File: config.mk
export PLATFORM = sky130hd
export DESIGN_NAME = axis_burst_packetizer
export DESIGN_NICKNAME = d
export VERILOG_FILES = /design/src/rtl/axis_pkg.sv /design/src/rtl/axis_reg_slice.sv /design/src/rtl/axis_burst_packetizer.sv
export SDC_FILE = /design/constraint.sdc
export NUM_CORES = 1
export LEC_CHECK = 0
export ABC_AREA = 1
export BUFFER_PORTS_ARGS = -buffer_cell sky130_fd_sc_hd__buf_2
export CORE_MARGIN = 2
export CORE_UTILIZATION = 45
export CTS_CLUSTER_DIAMETER = 50
export DETAILED_ROUTE_END_ITERATION = 12
export PLACE_DENSITY = 0.77
export SETUP_SLACK_MARGIN = 0.02
export SYNTH_ARGS = -nofsm -noshare
export SYNTH_HDL_FRONTEND = slang
export SYNTH_SLANG_ARGS = --single-unit
File: constraint.sdc
create_clock -name m_axi_aclk -period 3.8 [get_ports m_axi_aclk]
set_input_delay 0.76 -clock m_axi_aclk [delete_from_list [all_inputs] [get_ports m_axi_aclk]]
set_output_delay 0.76 -clock m_axi_aclk [all_outputs]
set_load 0.01 [all_outputs]
File: src/rtl/axis_pkg.sv
// Shared types and defaults for the AXIS burst packetizer.
// Imported by the packetizer top and its output register slice.
package axis_pkg;

  typedef enum logic [1:0] {
    IDLE = 2'd0,
    FILL = 2'd1,
    PAD  = 2'd2
  } pkt_state_t;

  localparam int unsigned AXIS_DW  = 64;
  localparam int unsigned AXIS_BL  = 16;
  localparam int unsigned AXIS_TMO = 1024;

  function automatic int unsigned cnt_w(input int unsigned n);
    return $clog2(n + 1);
  endfunction

endpackage

File: src/rtl/axis_reg_slice.sv
// One-entry AXIS register slice carrying data, last and user.
// Holds its contents while the consumer stalls.
module axis_reg_slice
  import axis_pkg::*;
#(
  parameter int unsigned DW = AXIS_DW
) (
  input  logic          clk_i,
  input  logic          rst_i,
  input  logic [DW-1:0] in_data_i,
  input  logic          in_last_i,
  input  logic          in_user_i,
  input  logic          in_valid_i,
  output logic          in_ready_o,
  output logic [DW-1:0] out_data_o,
  output logic          out_last_o,
  output logic          out_user_o,
  output logic          out_valid_o,
  input  logic          out_ready_i
);

  logic [DW-1:0] data_q;
  logic          last_q;
  logic          user_q;
  logic          valid_q;

  assign in_ready_o  = !valid_q || out_ready_i;
  assign out_data_o  = data_q;
  assign out_last_o  = last_q;
  assign out_user_o  = user_q;
  assign out_valid_o = valid_q;

  always_ff @(posedge clk_i) begin
    if (rst_i) begin
      data_q  <= '0;
      last_q  <= 1'b0;
      user_q  <= 1'b0;
      valid_q <= 1'b0;
    end else if (in_valid_i && in_ready_o) begin
      data_q  <= in_data_i;
      last_q  <= in_last_i;
      user_q  <= in_user_i;
      valid_q <= 1'b1;
    end else if (out_ready_i) begin
      valid_q <= 1'b0;
    end
  end

endmodule

File: src/rtl/axis_burst_packetizer.sv
// Groups an AXIS event stream into fixed-length bursts with tlast,
// padding partial bursts on timeout or flush.
module axis_burst_packetizer
  import axis_pkg::*;
#(
  parameter int unsigned AXIS_BUS_WIDTH = AXIS_DW,
  parameter int unsigned BURST_LEN      = AXIS_BL,
  parameter int unsigned TIMEOUT_CYCLES = AXIS_TMO,
  parameter logic [AXIS_BUS_WIDTH-1:0] PAD_WORD = '0
) (
  input  logic                      m_axi_aclk,
  input  logic                      m_axi_areset,
  input  logic [AXIS_BUS_WIDTH-1:0] s_axis_tdata,
  input  logic                      s_axis_tvalid,
  output logic                      s_axis_tready,
  output logic [AXIS_BUS_WIDTH-1:0] m_axis_tdata,
  output logic                      m_axis_tvalid,
  input  logic                      m_axis_tready,
  output logic                      m_axis_tlast,
  output logic                      m_axis_tuser,
  input  logic                      i_flush,
  output logic [$clog2(BURST_LEN+1)-1:0] o_beat_count,
  output logic [31:0]               o_burst_count
);

  localparam int unsigned BCW = cnt_w(BURST_LEN);
  localparam int unsigned TW  = cnt_w(TIMEOUT_CYCLES);
  localparam logic [BCW-1:0] BEAT_LAST = BCW'(BURST_LEN - 1);
  localparam logic [TW-1:0]  TMO_LAST  = TW'(TIMEOUT_CYCLES - 1);

  pkt_state_t state_q, state_d;
  logic [BCW-1:0] beat_q, beat_d;
  logic [TW-1:0]  tmo_q, tmo_d;
  logic [31:0]    burst_q, burst_d;

  logic                      slice_rdy;
  logic                      ld_valid;
  logic [AXIS_BUS_WIDTH-1:0] ld_data;
  logic                      ld_last;
  logic                      ld_user;
  logic                      accept;
  logic                      emit_last;

  assign s_axis_tready = !m_axi_areset && (state_q != PAD) && slice_rdy;
  assign accept        = s_axis_tvalid && s_axis_tready;
  assign emit_last     = m_axis_tvalid && m_axis_tready && m_axis_tlast;
  assign o_beat_count  = beat_q;
  assign o_burst_count = burst_q;

  always_comb begin
    state_d  = state_q;
    beat_d   = beat_q;
    tmo_d    = tmo_q;
    ld_valid = 1'b0;
    ld_data  = s_axis_tdata;
    ld_last  = 1'b0;
    ld_user  = 1'b0;
    unique case (state_q)
      IDLE: begin
        beat_d = '0;
        tmo_d  = '0;
        if (accept) begin
          ld_valid = 1'b1;
          beat_d   = BCW'(1);
          state_d  = FILL;
        end
      end
      FILL: begin
        if (accept) begin
          ld_valid = 1'b1;
          tmo_d    = '0;
          if (beat_q == BEAT_LAST) begin
            ld_last = 1'b1;
            beat_d  = '0;
            state_d = IDLE;
          end else begin
            beat_d = beat_q + BCW'(1);
            if (i_flush) state_d = PAD;
          end
        end else if (i_flush || tmo_q == TMO_LAST) begin
          tmo_d   = '0;
          state_d = PAD;
        end else begin
          tmo_d = tmo_q + TW'(1);
        end
      end
      PAD: begin
        tmo_d   = '0;
        ld_data = PAD_WORD;
        ld_user = 1'b1;
        if (slice_rdy) begin
          ld_valid = 1'b1;
          if (beat_q == BEAT_LAST) begin
            ld_last = 1'b1;
            beat_d  = '0;
            state_d = IDLE;
          end else begin
            beat_d = beat_q + BCW'(1);
          end
        end
      end
      default: begin
        beat_d  = '0;
        tmo_d   = '0;
        state_d = IDLE;
      end
    endcase
  end

  always_comb begin
    burst_d = burst_q;
    if (emit_last) burst_d = burst_q + 32'd1;
  end

  always_ff @(posedge m_axi_aclk) begin
    if (m_axi_areset) begin
      state_q <= IDLE;
      beat_q  <= '0;
      tmo_q   <= '0;
      burst_q <= '0;
    end else begin
      state_q <= state_d;
      beat_q  <= beat_d;
      tmo_q   <= tmo_d;
      burst_q <= burst_d;
    end
  end

  axis_reg_slice #(
    .DW(AXIS_BUS_WIDTH)
  ) u_out (
    .clk_i      (m_axi_aclk),
    .rst_i      (m_axi_areset),
    .in_data_i  (ld_data),
    .in_last_i  (ld_last),
    .in_user_i  (ld_user),
    .in_valid_i (ld_valid),
    .in_ready_o (slice_rdy),
    .out_data_o (m_axis_tdata),
    .out_last_o (m_axis_tlast),
    .out_user_o (m_axis_tuser),
    .out_valid_o(m_axis_tvalid),
    .out_ready_i(m_axis_tready)
  );

endmodule
# --- Word level (Yosys, flattened, before mapping) ---
# Index checks and enable logic that the tools add are counted.
word_totals:
  inputBits: 69
  word_cells: 63
  ff_bits: 117
  out_inout_bits: 105
op_classes:
  n_eq_ne: 11
  bitwise: 1
  n_addsub: 3
  muxes: 24
  reduce_logical: 16
op_table:
  columns: ["op", "n"]
  rows:
  - ["$mux W64", 1]
  - ["$add A32 B1 Y32 const B", 1]
  - ["$mux W5", 3]
  - ["$pmux W5 S3", 1]
  - ["$mux W2", 7]
  - ["$add A11 B1 Y11 const B", 1]
  - ["$eq A11 B10 Y1 const B", 1]
  - ["$ne A2 B2 Y1 const B", 5]
  - ["$mux W1", 9]
  - ["$logic_and A1 B1 Y1", 6]
  - ["$pmux W2 S3", 1]
  - ["$add A5 B1 Y5 const B", 1]
  - ["$eq A5 B4 Y1 const B", 1]
  - ["$reduce_and A5 Y1", 1]
  - ["$ne A4 B4 Y1 const B", 1]
  - ["$pmux W1 S2", 2]
  - ["$reduce_or A4 Y1", 1]
  - ["$ne A3 B3 Y1 const B", 1]
  - ["$eq A2 B1 Y1 const B", 1]
  - ["$eq A2 B2 Y1 const B", 1]
  - ["$logic_not A1 Y1", 2]
  - ["$logic_not A2 Y1", 1]
  - ["$logic_or A1 B1 Y1", 2]
  - ["$reduce_and A2 Y1", 1]
  - ["other kinds (3)", 3]

# --- Depth between registers and ports, before layout ---
depth:
  ltp_word: 8
  depth_mapped: 10
  ltp_nobuf: 10

# --- Cells and area by module ---
# A second synthesis with hierarchy kept.
hier_totals:
  hier_cells: 960
  area_unflattened_um2: 6480.0
modules_own_cells:
  columns: ["module", "area_each_um2", "instances", "cells_per_inst", "seq_area_each_um2"]
  rows:
  - ["axis_reg_slice", 3308.2, 1, 438, 1341.3]
  - ["axis_burst_packetizer", 3171.8, 1, 522, 1001.0]

# --- Worst setup path after synthesis ---
# OpenSTA, ideal clock, no wires.
synth_timing:
  path_type: "in2out"
  from: "in m_axi_areset"
  to: "out s_axis_tready"
  stages: 3
  required_ns: 3.040
  slack_ns: 1.578
  t_arrival_ns: 1.462
  n_path_buf: 2
  path_cell_list: "clkbuf_1 -> clkbuf_1 -> nor3_1"
synth_via:
  elab_chain_len: 3
synth_lines:
  columns: ["item", "line", "source"]
  rows:
  - ["start: declaration", "axis_burst_packetizer.sv:12", "input logic m_axi_areset,"]
  - ["$logic_not A1 Y1", "axis_burst_packetizer.sv:44", "assign s_axis_tready = !m_axi_areset && (state_q != PAD) && slice_rdy;"]
  - ["$logic_and A1 B1 Y1 (2 in a row)", "axis_burst_packetizer.sv:44", null]
  - ["end: declaration", "axis_burst_packetizer.sv:15", "output logic s_axis_tready,"]
# No other way between the ends.

# --- Final worst setup path ---
layout_timing:
  from: "reg state_q[0]"
  to: "out s_axis_tready"
layout_via:
  elab_chain_len: 3
layout_lines:
  columns: ["item", "line", "source"]
  rows:
  - ["start: declaration", "axis_burst_packetizer.sv:31", "pkt_state_t state_q, state_d;"]
  - ["start signal: assignment", "axis_burst_packetizer.sv:122", "state_q <= state_d;"]
  - ["$ne A2 B2 Y1", "axis_burst_packetizer.sv:44", null]
  - ["$logic_and A1 B1 Y1 (2 in a row)", "axis_burst_packetizer.sv:44", null]
# No other way between the ends.

==> impl_metrics.toml <==
[run_status]
outcome = "completed"

[final_layout]
antenna_cells = 0
final_cell_mix = "buf_2, nand2_1, dfxtp_1, a21oi_1, nand4_1"
final_util = 0.5870
nets = 935
syn_to_final_growth_pct = 28.13
design_area_mm2 = 0.006645
final_common_cell = "buf_2"
drive_above_1_share = 0.2618
fillers = 1065

[placement]
io_buffers = 173
place_congestion = 0.8914
dp_hpwl_um = 9124
dpl-instance-area_mm2 = 0.006057
place_ws_ps = 1298

[drt]
avgViaCountPerCell = 5.205
vias = 5278
postRouteAntennaNets = 0
wirelength_um = 13580
dr.first_iter.drc_count = 499
wl_per_cell_um = 13.40
drc = 0
dr.pass1.iters = 5

[timing]
max_slew_margin = 0.5402
period_minus_slack_ps = 2339
hold_viol = 0
finalCritPeriodShare = 0.6154
fmax_mhz = 427.6
slew_viol_final = 0
tightest_slew_ps = 689.7
rsz0062_at_grt = "no"
fin_ws_ps = 1461
fin_skew_ps = 7.808
setup_tns_ps = 0
setup_violations = 0

[critical_path]
cp_cell_sequence = "inv_1 > ha_1 > nor3_1 > buf_2"
crit_cells = 4
startpoint = "state_q[0]"
cp_slowest_cell = "dfxtp_1"
timing.rr.start = "state_q[0]"
cp-end-kind = "output port"
path_class = "register to output port"
crit_path_max_fanout = 6
slowest_delay_ps = 410
cp.required_ps = 3040
timing.critical_path.buf_inv = 2
crit_arrival_ps = 1580
r2r_cells = 8
worstSetupStartpointType = "register"
crit_family = "flip-flops"
r2r_slack_ps = 1540

[floorplanning]
ios = 174
rows = 39
start_util = 0.4581
die_height_um = 111.4
die-area_mm2 = 0.01240
core_mm2 = 0.01132
die_w_um = 111.4

[logic_synthesis]
synth.avg_cell_area_um2 = 7.409
synthTopCellsByArea = "dfxtp_1, nand2_1, nand4_1"
ys_seq_elements = 117
syn_area_mm2 = 0.005186
yosys_warnings = 0
synth_seq_area_share = 0.4516
syn_inst = 700
yosys.area.top_type = "dfxtp_1"
syn_nets = 777
synth_top_area_share = 0.4516
synth_cell_types = 28

[power_and_ir_drop]
p_leak_nw = 2.895
powerDensity_mw_per_mm2 = 660.8
vdd_drop_max_mv = 0.3718
power.total_w = 0.004391

[clock_network]
clk_pin_slew_ps = 50
cts-root-buf = "clkbuf_16"
clkLatencyLatePin_ps = 400
cts_tree = "built"
htree_levels = 4
cts-resized-gates = 0
clock_path_buffers = 2
postCtsSetupBuffers = 0
numCtsBuffers = 17
holdBufCountCts = 0
clkSinkCount = 117

[global_route]
met3_usage = 0.05498
antenna_found_initial = 0
grt_max_degree = 66
grt_pass1_wl_um = 22420
grt_overflow_total = 0
track_usage = 0.2168
grt-busiest-layer = "met2"
grt_use_met1 = 0.2899
globalRouteMet2Util = 0.3415
grt_pass1_vias = 4676

[run]
maxCapViolCount = 0

[worst_hold_path]
hp-class = "register to register"
min_from = "tmo_q[10]"
holdPathStages = 2
## synth_stat cells
cell type  number
o21ai_2         1
nand3_2         1
buf_6           9
nand4_1        76
inv_1          50
xor2_1          5
nand2_1       151
nor3b_2         1
nand3_1        39
nor2_4          2
xnor2_1         5
nor2_1         70
clkbuf_1       22
buf_4           1
ha_1            8
nor2_2          6
o21ai_0        13
dfxtp_1       117
a21oi_1        91
a31oi_1         2
clkinv_1        1
o21a_1          1
o21ai_1         2
buf_2           8
nand2_2         3
nor3_1         10
a211oi_1        1
inv_2           4
## cells by family (layout without fill, tap and decap cells)
| family | count (synthesis) | in the layout | synth area share |
|---|---|---|---|
| AND/OR/NAND/NOR | 359 | 359 | 0.3185 |
| buffers and inverters | 95 | 266 | 0.08444 |
| XOR/XNOR | 10 | 10 | 0.01689 |
| AO/OA/AOI/OAI | 111 | 111 | 0.1093 |
| adder cells (fa/ha/maj) | 8 | 8 | 0.01930 |
| flip-flops | 117 | 117 | 0.4516 |
## sequential cells by signal (all words and copies together), names as in the netlist
signal	count
u_out.out_data_o	64
o_beat_count	5
u_out.out_valid_o	1
state_q	2
o_burst_count	32
tmo_q	11
u_out.out_last_o	1
u_out.out_user_o	1
## worst register-to-register path, stage by stage (launching register included)
cell	delay, ps
dfxtp_1	410
inv_1	90
ha_1	290
nor2_2	170
nand3_2	160
o21ai_4	160
buf_4	520
nand4_1	220
a21oi_1	170
## worst paths after layout
kind,end
worst max-delay path,s_axis_tready
worst min register to register,tmo_q[10]
worst max register to register,u_out.out_data_o[12]
worst min-delay path,tmo_q[10]
## routing by layer
layer	wire (um)	up-vias
met5	0	-
met4	164	0
met3	943	15
met2	6375	190
met1	6100	2397
li1	-	2676
## through the flow
step                hold WS, ps  std cells
floorplan                 417.5        700
global placement          430.0        982
detailed placement        440.0        982
CTS                       447.4       1014
global route              465.6       1014
finish                    446.8       1014
## where the power goes
group / leakage [nW] / switching [W] / internal (W)
clock network: 0.289 / 0.000528 / 0.00103
registers: 0.950 / 0.000113 / 0.00143
logic: 1.66 / 0.000866 / 0.000431
## area by class of cell
cell class / instances / area, um^2 / area share
Tap cell: 143 / 178.9 / 0.02693
Clock inverter: 9 / 100.1 / 0.01506
Inverter: 55 / 206.4 / 0.03107
Sequential cell: 117 / 2342 / 0.3525
Clock buffer: 23 / 488.0 / 0.07343
Multi-Input combinational cell: 488 / 2419 / 0.3640
Timing Repair Buffer: 179 / 910.9 / 0.1371
Note: power is estimated with default switching activity, not from simulation.
